--- config.mk ---
export PLATFORM = sky130hd
export DESIGN_NAME = bit_serial_adder
export DESIGN_NICKNAME = d
export VERILOG_FILES = /design/src/rtl/bit_serial_adder.sv
export SDC_FILE = /design/constraint.sdc
export NUM_CORES = 1
export LEC_CHECK = 0
export ABC_AREA = 0
export CORE_AREA = 2 2 67 69
export CTS_BUF_LIST = sky130_fd_sc_hd__clkbuf_4 sky130_fd_sc_hd__clkbuf_8
export DETAILED_ROUTE_END_ITERATION = 16
export DIE_AREA = 0 0 69 71
export PLACE_DENSITY = 0.75
export SETUP_SLACK_MARGIN = 0.1
export SLEW_MARGIN = 20
export SYNTH_ARGS = -nofsm -noshare
export SYNTH_HDL_FRONTEND = slang
export SYNTH_SLANG_ARGS = --single-unit
export TNS_END_PERCENT = 1
--- constraint.sdc ---
create_clock -name clk -period 1.6 [get_ports clk]
set_clock_uncertainty 0.1 [all_clocks]
set_input_delay 0.24 -clock clk [delete_from_list [all_inputs] [get_ports clk]]
set_output_delay 0.24 -clock clk [all_outputs]
set_load 0.005 [all_outputs]
--- src/rtl/bit_serial_adder.sv ---
// Bit-serial ripple adder: adds two WIDTH-bit operands plus carry-in LSB-first,
// one full-adder step per clock through a single carry flip-flop, then reports
// sum, carry-out and signed overflow alongside a one-cycle done pulse.
module bit_serial_adder #(
  parameter int unsigned WIDTH = 8
) (
  input  logic             clk,
  input  logic             rst,
  input  logic             start,
  input  logic [WIDTH-1:0] a,
  input  logic [WIDTH-1:0] b,
  input  logic             cin,
  output logic             busy,
  output logic             s_bit,
  output logic             s_valid,
  output logic             done,
  output logic [WIDTH-1:0] sum,
  output logic             cout,
  output logic             ovf
);

  localparam int unsigned   CW   = (WIDTH > 1) ? $clog2(WIDTH) : 1;
  localparam logic [CW-1:0] LAST = CW'(WIDTH - 1);

  typedef enum logic [1:0] {
    S_IDLE,
    S_RUN,
    S_DONE
  } state_t;

  state_t           state_q,  state_d;
  logic [WIDTH-1:0] a_sr_q,   a_sr_d;
  logic [WIDTH-1:0] b_sr_q,   b_sr_d;
  logic             carry_q,  carry_d;
  logic [CW-1:0]    cnt_q,    cnt_d;
  // Holds the WIDTH-1 sum bits produced so far; the last bit is merged in
  // combinationally on the completion edge, so no extra register stage is needed.
  logic [WIDTH-2:0] sum_sr_q, sum_sr_d;
  logic [WIDTH-1:0] sum_q,    sum_d;
  logic             cout_q,   cout_d;
  logic             ovf_q,    ovf_d;

  logic             s_raw;
  logic             carry_nxt;
  logic [WIDTH-1:0] sum_full;

  // Next-state, datapath update and output decode for the IDLE/RUN/DONE sequence.
  always_comb begin
    state_d   = state_q;
    a_sr_d    = a_sr_q;
    b_sr_d    = b_sr_q;
    carry_d   = carry_q;
    cnt_d     = cnt_q;
    sum_sr_d  = sum_sr_q;
    sum_d     = sum_q;
    cout_d    = cout_q;
    ovf_d     = ovf_q;
    busy      = 1'b0;
    s_valid   = 1'b0;
    done      = 1'b0;
    s_bit     = 1'b0;

    s_raw     = a_sr_q[0] ^ b_sr_q[0] ^ carry_q;
    carry_nxt = (a_sr_q[0] & b_sr_q[0]) | (a_sr_q[0] & carry_q) | (b_sr_q[0] & carry_q);
    sum_full  = {s_raw, sum_sr_q};

    unique case (state_q)
      S_IDLE: begin
        if (start) begin
          a_sr_d  = a;
          b_sr_d  = b;
          carry_d = cin;
          cnt_d   = '0;
          state_d = S_RUN;
        end
      end
      S_RUN: begin
        busy     = 1'b1;
        s_valid  = 1'b1;
        s_bit    = s_raw;
        a_sr_d   = a_sr_q >> 1;
        b_sr_d   = b_sr_q >> 1;
        sum_sr_d = sum_full[WIDTH-1:1];
        carry_d  = carry_nxt;
        cnt_d    = cnt_q + CW'(1);
        if (cnt_q == LAST) begin
          sum_d   = sum_full;
          cout_d  = carry_nxt;
          ovf_d   = carry_q ^ carry_nxt;
          state_d = S_DONE;
        end
      end
      S_DONE: begin
        busy    = 1'b1;
        done    = 1'b1;
        state_d = S_IDLE;
      end
      default: state_d = S_IDLE;
    endcase
  end

  // State and datapath registers; synchronous reset clears everything, aborting any op.
  always_ff @(posedge clk) begin
    if (rst) begin
      state_q  <= S_IDLE;
      a_sr_q   <= '0;
      b_sr_q   <= '0;
      carry_q  <= 1'b0;
      cnt_q    <= '0;
      sum_sr_q <= '0;
      sum_q    <= '0;
      cout_q   <= 1'b0;
      ovf_q    <= 1'b0;
    end else begin
      state_q  <= state_d;
      a_sr_q   <= a_sr_d;
      b_sr_q   <= b_sr_d;
      carry_q  <= carry_d;
      cnt_q    <= cnt_d;
      sum_sr_q <= sum_sr_d;
      sum_q    <= sum_d;
      cout_q   <= cout_d;
      ovf_q    <= ovf_d;
    end
  end

  assign sum  = sum_q;
  assign cout = cout_q;
  assign ovf  = ovf_q;

endmodule

==> results.md <==
* Vias per inst at 4.996
* Ys async rst share at 0%
* Most frequent cell after synthesis: dfxtp_1
* Post-Synthesis Cells at 179
* Root Buffer: clkbuf_8
* Largest net degree at the start of global routing at 39
* Post-Syn Nets at 205
* Overall power at 2.272 mW
* DRT Pass-1 Iters at 4
* Required time worst endpoint at 1260 ps
* Grt total ovfl at 0
* Finished Layout Cells at 279
* CTS sink cnt at 39
* Crit path capture: s_bit
* Leakage at 0.9424 nW
* CP max FO at 2
* Least-Margin Pin Slew at 259.4 ps
* Final setup viols at 1
* Ys flop type: dfxtp_1
* Worst setup path startpoint: a_sr_q[0]$_SDFFE_PP0P_
* First-pass GRT wire length at 6182 microns
* Row count at 24
* Final setup margin at -136.2 ps
* Worst Path Arrival at 1400 ps
* Crit-path cells: fa_1 -> and2_4 -> buf_6
* N_diodes at 0
* Final WL at 3434 microns
* DP Worst Slack at -250.1 ps
* Cell variety after synth at 24
* Via count at 1394
* Placed cells at 268
* Fmax at 576.0 MHz
* Avg Cell Area, Syn at 10.01 sq um
* Post-synth top area share at 43.58%
* Die height at 71 microns
* Vias in the first global route at 1417
* Die footprint at 0.004899 sq mm
* Buf+Inv Stages, Crit Path at 1
* CP top delay family: adder cells
* Highest-delay cell along the critical path: fa_1
* Dpl hpwl at 2228 microns
* Worst R2R Start: state_q[1]$_SDFFE_PP0P_
* Final Hold Viols at 0
* Post-CTS Hold Buffers at 0
* R2r setup slk at 10 ps
* Register area share after synthesis at 43.58%
* Rel. slew slack at 82.58%
* Port bufs at 33
* Final #Nets at 253
* Clock Path Buffers at 2
* Max-slew violations at 0
* Levels on crit path at 3
* Synthesized area at 0.001792 sq mm
* Initial DRC count at 101
* Pwr dens at 889.8 mW/mm^2
* Area growth, synth to finish at 42.53%
* Initial Util at 42.62%
* Clk slew on worst S/H paths at 70 ps
* Yosys reg bits at 39
* Final period util at 108.5%
* Synth area leaders: dfxtp_1 44%, mux2i_1 13%, a211oi_2 10%
* Clk_lat worst skew at 290 ps
* Die Wd at 69 microns
* YS warnings at 0
* Worst R2R End: a_sr_q[7]$_SDFFE_PP0P_
* Post-synth top cells: 39 x dfxtp_1, 27 x nor2_1, 23 x mux2i_1
* Total GRT Usage at 15.31%
* EDFF count, synth at 0
* Number of max-cap violations at 0
* Hold Crit Class: register to register
* # DRC at 0
* Routed len/inst at 12.31 microns
* Min Tclk post-route at 1736 ps
* Layout cell share with drive strength beyond 1 at 38.33%
* Cts bufs inserted at 5
* Failing checks: negative setup slack
* Yosys top cell by area: dfxtp_1
* CTS tree: done
* Run status: finished with violations
* Endpoint class of the critical path: output pin
* Initial antenna violation count at 0
* Max incr delay on CP at 550 ps
* Worst setup SP type: register
* Ports at 34
* Core area at 0.004204 sq mm
* Routability cong. at 0.7377
* H-tree levels at 2
* Routed Antenna Nets at 0
* RSZ-0062 raised after global routing: true
* Peak supply drop at 317.7 uV
* Critical path type: register to output pin
* Worst r2r path cells at 7
-- worst reg2reg max path: cells and delay by family, from the launching register on --
family / cells / cell delay (ps)
multiplexers: 2 / 480
buffers and inverters: 3 / 350
flip-flops: 1 / 340
adder cells (fa/ha/maj): 1 / 150
AND/OR/NAND/NOR: 1 / 50
-- registers in the layout, indices dropped and copies added, names as in the netlist --
signal / flops
a_sr_q: 8
b_sr_q: 8
state_q: 2
carry_q: 1
cnt_q: 3
sum: 8
cout: 1
ovf: 1
sum_sr_q: 7
-- cells by family (layout without fill, tap and decap cells) --
group                      Yosys count  in the layout  synth area share (%)
adders and majority gates            6              6                 4.609
and+or+nand+nor                     55             55                 12.50
DFF                                 39             39                 43.58
xor gates and xnor gates             2              2                0.9778
buffers and inverters               16             64                 6.215
muxes                               26             26                 14.94
AOI/OAI and AO/OA                   35             35                 17.18
-- repair_timing --
item                                    4_1_cts  5_1_grt
resized for setup                            55       19
pin swaps                                    20       17
endpoints found under the setup margin       34       35
buffers inserted                              3        1
endpoints found under the hold margin         0        0
-- through the flow --
step	hold slack, ps	utilization [%]	setup TNS (ps)	area (sq um)
finish	354.2	60.74	-136.2	2554
floorplan	222.1	-	0	1810
global route	375.1	60.74	-287.3	2554
CTS	358.9	59.32	-147.8	2494
global placement	344.6	53.54	-485.6	2251
detailed placement	348.9	53.54	-709.2	2251
-- placed cells by master, fill, tap and decap left out, drive strengths merged --
master	netlist	layout
clkinv	0	1
nand2	21	21
mux2	3	3
a32oi	2	2
and3	1	1
a211oi	18	18
nor2b	3	3
a21oi	13	13
fa	1	1
clkdlybuf4s50	0	29
clkbuf	3	7
and2	2	2
xnor2	2	2
nand2b	1	1
o21ai	1	1
dfxtp	39	39
mux2i	23	23
inv	4	4
ha	5	5
nor2	27	27
buf	9	23
a2111oi	1	1
-- how the worst min path moves through the flow --
stage                            end  depth (start not counted)                      from
3_3_place_gp       cout$_SDFFE_PP0P_                          2         cout$_SDFFE_PP0P_
5_1_grt          sum[2]$_SDFFE_PP0P_                          2       sum[2]$_SDFFE_PP0P_
2_1_floorplan  cnt_q[0]$_SDFFE_PP0P_                          1                       rst
4_1_cts            cout$_SDFFE_PP0P_                          2         cout$_SDFFE_PP0P_
3_5_place_dp       cout$_SDFFE_PP0P_                          2         cout$_SDFFE_PP0P_
6_report         sum[0]$_SDFFE_PP0P_                          2  sum_sr_q[0]$_SDFFE_PP0P_
-- cell type report --
| cell class | count | area [sq um] |
|---|---|---|
| inverters | 4 | 17.52 |
| multi-input cells | 124 | 1066 |
| fillers | 350 | 1650 |
| repair buffers | 53 | 523.0 |
| clock inverters | 1 | 5.005 |
| well taps | 52 | 65.06 |
| clock buffers | 6 | 82.58 |
| flip-flops and latches | 39 | 794.5 |
-- power by group --
group          switching [mW]  internal (mW)  total, mW  leakage (nW)
logic                   0.245          0.289      0.534         0.573
registers              0.0535           1.03       1.08         0.323
clock network           0.316          0.338      0.654        0.0470
total                   0.615           1.66       2.27         0.942
-- per-layer routing --
layer  vias up  GRT usage, %  wire length [microns]
met3        10         3.846                    118
met5         -             0                      0
met2        25         25.00                   1679
met1       645         19.33                   1556
li1        714             -                      -
met4         0         6.536                     80
(Power assumes the default switching activity.)
